**config.mk**
```make
export PLATFORM = sky130hd
export DESIGN_NAME = vram_scanout
export DESIGN_NICKNAME = d
export VERILOG_FILES = /design/src/rtl/vram_scanout.sv
export SDC_FILE = /design/constraint.sdc
export NUM_CORES = 1
export LEC_CHECK = 0
export BUFFER_PORTS_ARGS = -buffer_cell sky130_fd_sc_hd__clkbuf_2
export CAP_MARGIN = 30
export CELL_PAD_IN_SITES_DETAIL_PLACEMENT = 0
export CELL_PAD_IN_SITES_GLOBAL_PLACEMENT = 2
export CORE_MARGIN = 10
export CORE_UTILIZATION = 40
export DETAILED_ROUTE_END_ITERATION = 10
export PLACE_DENSITY_LB_ADDON = 0.1
export SLEW_MARGIN = 20
export SYNTH_ARGS = -nofsm -noshare
export SYNTH_HDL_FRONTEND = slang
export SYNTH_SLANG_ARGS = --single-unit
```
**constraint.sdc**
```tcl
create_clock -name clk -period 3.5 [get_ports clk]
set_clock_uncertainty 0.05 [all_clocks]
set_input_delay 0.175 -clock clk [delete_from_list [all_inputs] [get_ports clk]]
set_output_delay 0.175 -clock clk [all_outputs]
set_load 0.05 [all_outputs]
```
**src/rtl/vram_scanout.sv**
```systemverilog
// vram_scanout: streams one frame of pixels out of a VRAM in row-major order to a
// display driver over a valid/ready handshake.
//
// The VRAM has a fixed one-cycle read latency. A 2-entry pixel FIFO absorbs that
// latency, so the driver can stall at any time without losing read data.
//
// Ports:
//   clk          single clock, all state on posedge
//   rst          asynchronous active-low reset
//   start        frame-scan request, only honoured while idle
//   busy         high from the first fetch until the frame_done cycle inclusive
//   rd_addr      VRAM read address; 0 whenever rd_ena is low
//   rd_ena       VRAM read strobe
//   rd_data      VRAM read data (ILI9341 16-bit RGB565), valid one cycle after rd_ena
//   pixel_data   FIFO head pixel to the display driver
//   pixel_valid  FIFO not empty
//   pixel_ready  driver accepts pixel_data this cycle
//   pixel_first  head pixel came from address 0
//   frame_done   one-cycle pulse after the last pixel of the frame is accepted
module vram_scanout #(
  parameter int unsigned L              = 32,
  parameter int unsigned DISPLAY_WIDTH  = 240,
  parameter int unsigned DISPLAY_HEIGHT = 320
) (
  input  logic                 clk,
  input  logic                 rst,
  input  logic                 start,
  output logic                 busy,
  output logic [$clog2(L)-1:0] rd_addr,
  output logic                 rd_ena,
  input  logic [15:0]          rd_data,
  output logic [15:0]          pixel_data,
  output logic                 pixel_valid,
  input  logic                 pixel_ready,
  output logic                 pixel_first,
  output logic                 frame_done
);

  localparam int unsigned AW        = $clog2(L);
  localparam int unsigned FRAME_PIX = DISPLAY_WIDTH * DISPLAY_HEIGHT;
  localparam int unsigned NPIX      = (L < FRAME_PIX) ? L : FRAME_PIX;
  localparam logic [AW-1:0] LAST_ADDR = AW'(NPIX - 1);

  typedef enum logic [1:0] {S_IDLE, S_FETCH, S_DRAIN, S_DONE} state_t;

  state_t        r_state;
  logic [AW-1:0] r_addr;
  logic          r_busy;
  logic          r_done;

  // One read may be in flight; its first-pixel tag travels with it.
  logic          r_inflight;
  logic          r_inflight_first;

  // 2-entry FIFO of {first, data}.
  logic [15:0]   r_mem_data [2];
  logic          r_mem_first [2];
  logic          r_wr_ptr;
  logic          r_rd_ptr;
  logic [1:0]    r_count;

  logic          w_push;
  logic          w_pop;
  logic [1:0]    w_pending;
  logic          w_rd_ena;
  logic          w_last_read;
  logic          w_last_pop;

  assign pixel_valid = (r_count != 2'd0);
  assign w_pop       = pixel_valid & pixel_ready;
  assign w_push      = r_inflight;

  // Entries that will still be held once this cycle's pop leaves. Counting the pop
  // lets a read issue every cycle while the driver keeps up, yet the FIFO plus the
  // in-flight read never exceeds two pixels.
  assign w_pending   = r_count + {1'b0, r_inflight} - {1'b0, w_pop};
  assign w_rd_ena    = (r_state == S_FETCH) && (w_pending < 2'd2);
  assign w_last_read = w_rd_ena && (r_addr == LAST_ADDR);

  // The last pixel leaves when the FIFO holds exactly one entry and nothing is
  // still on its way from the VRAM.
  assign w_last_pop  = (r_state == S_DRAIN) && w_pop && (r_count == 2'd1) && !r_inflight;

  assign rd_ena      = w_rd_ena;
  assign rd_addr     = w_rd_ena ? r_addr : '0;
  assign busy        = r_busy;
  assign frame_done  = r_done;
  assign pixel_data  = r_mem_data[r_rd_ptr];
  assign pixel_first = pixel_valid & r_mem_first[r_rd_ptr];

  // Frame sequencing. busy and frame_done are registered alongside the state.
  always_ff @(posedge clk or negedge rst) begin
    if (!rst) begin
      r_state <= S_IDLE;
      r_addr  <= '0;
      r_busy  <= 1'b0;
      r_done  <= 1'b0;
    end else begin
      r_done <= 1'b0;
      unique case (r_state)
        S_IDLE: begin
          if (start) begin
            r_addr  <= '0;
            r_busy  <= 1'b1;
            r_state <= S_FETCH;
          end
        end
        S_FETCH: begin
          if (w_rd_ena) begin
            // Counter saturates on the last address so it never wraps.
            if (w_last_read) begin
              r_state <= S_DRAIN;
            end else begin
              r_addr <= r_addr + AW'(1);
            end
          end
        end
        S_DRAIN: begin
          if (w_last_pop) begin
            r_done  <= 1'b1;
            r_state <= S_DONE;
          end
        end
        S_DONE: begin
          r_busy  <= 1'b0;
          r_state <= S_IDLE;
        end
        default: r_state <= S_IDLE;
      endcase
    end
  end

  // Read pipeline and pixel FIFO. Read data is captured unconditionally on the
  // cycle after the strobe; the issue rule guarantees there is room for it.
  always_ff @(posedge clk or negedge rst) begin
    if (!rst) begin
      r_inflight       <= 1'b0;
      r_inflight_first <= 1'b0;
      r_wr_ptr         <= 1'b0;
      r_rd_ptr         <= 1'b0;
      r_count          <= 2'd0;
      for (int i = 0; i < 2; i++) begin
        r_mem_data[i]  <= 16'h0000;
        r_mem_first[i] <= 1'b0;
      end
    end else begin
      r_inflight       <= w_rd_ena;
      r_inflight_first <= w_rd_ena && (r_addr == '0);
      if (w_push) begin
        r_mem_data[r_wr_ptr]  <= rd_data;
        r_mem_first[r_wr_ptr] <= r_inflight_first;
        r_wr_ptr              <= ~r_wr_ptr;
      end
      if (w_pop) begin
        r_rd_ptr <= ~r_rd_ptr;
      end
      unique case ({w_push, w_pop})
        2'b10:   r_count <= r_count + 2'd1;
        2'b01:   r_count <= r_count - 2'd1;
        default: r_count <= r_count;
      endcase
    end
  end

endmodule

```
# Word-level counts from Yosys, hierarchy flattened
# Cells that the tools add are included.
# totals
regBits	49
inputBits	20
out_inout_bits	26
wordCells	84
# op_classes
addsub	5
magnitude_cmp	4
n_eq_ne	12
mux	27
bitwise_logic	6
reduce_logical	17
# op_table
cell	n
16-bit two-way mux	4
32-bit bitwise mux	1
5-bit two-way mux	4
16-bit demux with 1-bit select	1
2-bit != test, second input constant	5
5-bit one-hot mux with 2 select lines	1
2-bit two-way mux	4
2-bit one-hot mux with 4 select lines	1
4-bit AND reduction	2
2-bit nonzero test	4
1-bit logical AND	7
1-bit two-way mux	7
2-bit by 1-bit == test with 1-bit output, second input constant	3
2-bit == test, second input constant	3
5-bit by 1-bit adder with 5-bit output, second input constant	1
5-bit == test, second input constant	1
5-bit zero test	1
2-bit greater-or-equal comparator, second input constant	2
1-bit NOT with 2-bit output	2
2-bit one-hot mux with 2 select lines	1
2-bit by 1-bit adder with 2-bit output	1
2-bit by 1-bit adder with 2-bit output, second input constant	1
1-bit AND	2
2-bit bitwise mux	1
other kinds (10)	11

# Depth between registers and ports, before layout
# logic_depth
word_depth	9
mapped_depth	8
depth_no_buf	7

# Worst setup path before layout
# OpenSTA, ideal clock, no wires.
# synth_timing
path_type	flip-flop to flip-flop
start	register r_count[1]
end	register r_state[1]
setup_ns	0.128
t_arrival_ns	2.022
required_ns	3.322
path_slack_ns	1.300
path_stages_with_launch	9
path_buffers	1
synth_period_minus_slack_ns	2.200
cell_sequence	dfrtp_1 inv_1 ha_1 nand2b_4 buf_6 mux2i_4 mux2i_1 a2bb2oi_2 mux2_1
# synth_between
elab_chain_len	8
elab_cells_between_ends	15
classes_between	add/sub (2); order compare (1); eq/ne (4); bitwise (1); reduce/logical (7)
# synth_rtl
item	line	text
start, declared	60	logic [1:0] r_count;
start signal, assigned	158	2'b10: r_count <= r_count + 2'd1;
start signal, assigned	159	2'b01: r_count <= r_count - 2'd1;
start signal, assigned	160	default: r_count <= r_count;
branches (longest 7 deep; another with 2-bit by 1-bit adder with 2-bit output)	-	
4-bit AND reduction (no source line) *	-	
end signal, assigned	94	r_state <= S_IDLE;
end signal, assigned	105	r_state <= S_FETCH;
end signal, assigned	112	r_state <= S_DRAIN;
end, declared	46	state_t r_state;
# Every way passes the cells marked *.
# A chain may end at the register's enable or synchronous reset.

# Worst setup path in the final report
# layout_timing
start	register r_count[1]
end	output port rd_ena
# layout_between
elab_chain_len	5
elab_cells_between_ends	6
classes_between	add/sub (2); order compare (1); bitwise (1); reduce/logical (2)
# layout_rtl
item	line	text
branches (longest 2 deep; another with 2-bit by 1-bit adder with 2-bit output)	-	
2-bit by 1-bit subtractor with 2-bit output *	76	assign w_pending = r_count + {1'b0, r_inflight} - {1'b0, w_pop};
2-bit < comparator *	77	assign w_rd_ena = (r_state == S_FETCH) && (w_pending < 2'd2);
1-bit logical AND *	77	
end, declared	30	output logic rd_ena,
# Marks and branches as above.

==> qor.yml <==
die:
  row_count: 28
  die_h_um: 97.82
  start_util_pct: 41.16
  coreArea_um2: 5886
  num_io_pins: 46
  design.die.area_um2: 9569
  die-width_um: 97.82
cts:
  cts_resized: 0
  post_cts_buffers: 0
  clkTransAtPathRegs_ps: 90
  cts.sinks: 49
  cts_buffer_depth: 2
  insertion_delay_ps: 290
  numCtsBuffers: 5
  htreeDepth: 2
  cts_root_buf: "clkbuf_8"
  cts_tree: "done"
logic_synthesis:
  yosys.area.top_type: "dfrtp_1"
  avgSynthCellArea_um2: 13.09
  synthTopCellsByArea: "dfrtp_1 (51%), mux2_2 (24%), ha_1 (5.2%), and3_1 (1.8%), inv_1 (1.2%)"
  yosys_register_bits: 49
  synth.distinct_cells: 34
  ys_warn_count: 0
  yosysSeqAreaShare_pct: 50.62
  async_flop_share_pct: 100.0
  ys.flop_type: "dfrtp_1"
  synth-edff-count: 0
  synth_cells: 185
  syn_area_um2: 2422
  yosysTopAreaCellShare_pct: 50.62
  syn_nets: 215
place:
  hpwl_um: 3689
  gp_congestion: 0.7864
  io_buffers: 45
timing:
  rsz0062_at_grt: "false"
  fin_crit_sh_pct: 74.05
  hold_violations: 0
  max_slew_margin_pct: 38.56
  finalSetupTns_ps: 0
  drv_slew: 0
  min_period_ps: 2592
  timing.fmax_ghz: 0.3859
  setup_viol: 0
  worst_slew_pin_slew_ps: 917.4
layout:
  antenna_cells: 0
  multi_input_area_um2: 1126
  area_growth_pct: 15.29
  fillers: 542
  mostFrequentLayoutCells: "mux2_2 (51), dfrtp_1 (49), clkbuf_2 (45), ha_1 (10), inv_1 (8)"
  layout-drive-gt1-share_pct: 47.83
  mostFrequentLayoutCell: "mux2_2"
  seq_area_um2: 1226
  nets: 261
outcome:
  status: "finished, final reports clean"
detailed_routing:
  drt_iter0_drc: 28
  wl_per_cell_um: 16.41
  vias: 1550
  vias_per_cell: 5.082
  wl_um: 5004
  first_pass_iters: 4
  drtAntennaViolNets: 0
  route.detailed.drc: 0
global_routing:
  grt_max_degree: 38
  grt_pass1_wl_um: 8169
  grt_pass1_vias: 1636
  grt_overflow: 0
  grt_util_all_layers_pct: 10.38
  antenna_found_initial: 0
flow_run:
  drv_cap: 0
worst_setup_path:
  crit_slowest_cell: "dfrtp_1"
  path_max_fanout: 9
  worst-setup-path-type: "reg -> out"
  slowest_delay_ps: 420
  worstPathRequired_ps: 3270
  cp.arrival_ps: 2370
  crit_chain: "inv_1, ha_1, nand2b_4, mux2i_4, xnor2_2, and2_4, clkbuf_2"
  critPathCaptureType: "output port"
  critPathLaunchType: "flip-flop"
hold_path:
  hp-class: "in -> reg"
## area by class of cell
class	instances	area share (%)
timing repair buffer	47	8.692
tap	75	3.360
sequential	49	43.91
clock inverter	1	0.1792
multi-input combinational	120	40.32
inverter	8	1.075
clock buffer	5	2.464
## through the flow
step	hold WS (ps)	util (%)	cell area [µm²]	instances	setup WS, ps
2_1_floorplan	-170.6	-	2422	185	1300
3_3_place_gp	26.11	46.02	2709	298	1248
3_5_place_dp	36.40	46.02	2709	298	1170
4_1_cts	67.32	47.45	2793	305	867.6
5_1_grt	69.85	47.45	2793	305	712.7
6_report	79.21	47.45	2793	305	908.3
## timing repair
item	CTS	global route
hold buffers	1	0
endpoints found under the hold margin	12	0
setup endpoints to repair	0	0
## kinds of logic after synthesis
kind of cell,share of synthesized area [%]
AO/OA/AOI/OAI,4.339
multiplexers,25.93
adder cells (fa/ha/maj),5.992
AND/OR/NAND/NOR,8.006
buffers and inverters,2.996
XOR/XNOR,2.118
flip-flops,50.62
## metal layers
metal | track usage, % | wire (µm) | vias up
met4 | 4.027 | 98 | 0
met5 | 0 | 0 | -
li1 | - | - | 740
met2 | 18.07 | 2582 | 35
met1 | 11.54 | 2109 | 765
met3 | 3.171 | 213 | 10
## worst max-delay path, delay by kind of cell, from the launching register on
kind                     cells  cell delay, ps
XOR/XNOR                     1             220
adder cells (fa/ha/maj)      1             230
buffers and inverters        2             480
flip-flops                   1             420
multiplexers                 1             300
AND/OR/NAND/NOR              2             430
## flip-flops by register name, indices dropped and copies added (netlist names)
name and flops:
r_mem_first 2, r_addr 5, r_inflight 1, r_wr_ptr 1
r_mem_data 32, frame_done 1, r_count 2, r_state 2
r_rd_ptr 1, busy 1, r_inflight_first 1
## Yosys cell counts (2+ instances only)
library cell  number
mux2_2            51
dfrtp_1           49
ha_1              10
inv_1              8
and3_1             7
nor2_1             7
nand2_1            6
buf_2              4
o21ai_0            4
nand2b_1           3
a21oi_1            2
a31oi_1            2
a32o_1             2
a41oi_1            2
and2_1             2
clkbuf_1           2
maj3_1             2
mux2i_1            2
nand3_1            2
nor2b_1            2
xnor2_1            2
xor2_1             2
## path summary, 6_finish.rpt
check	cells past startpoint	slack, ps	end	startpoint
setup / recovery	7	910	rd_ena	r_count[1]
hold / removal	2	80	r_mem_data[27]	rd_data[11]
setup reg to reg	7	1160	r_state[1]	r_count[1]
hold reg to reg	1	460	r_mem_data[9]	r_mem_data[9]
max in group asynchronous	3	2350	r_wr_ptr	rst
min in group asynchronous	2	260	r_mem_data[16]	rst
Power is left out: the tool's default activity adds up to more than one toggle a clock period on the data nets, which glitch-free logic cannot reach.
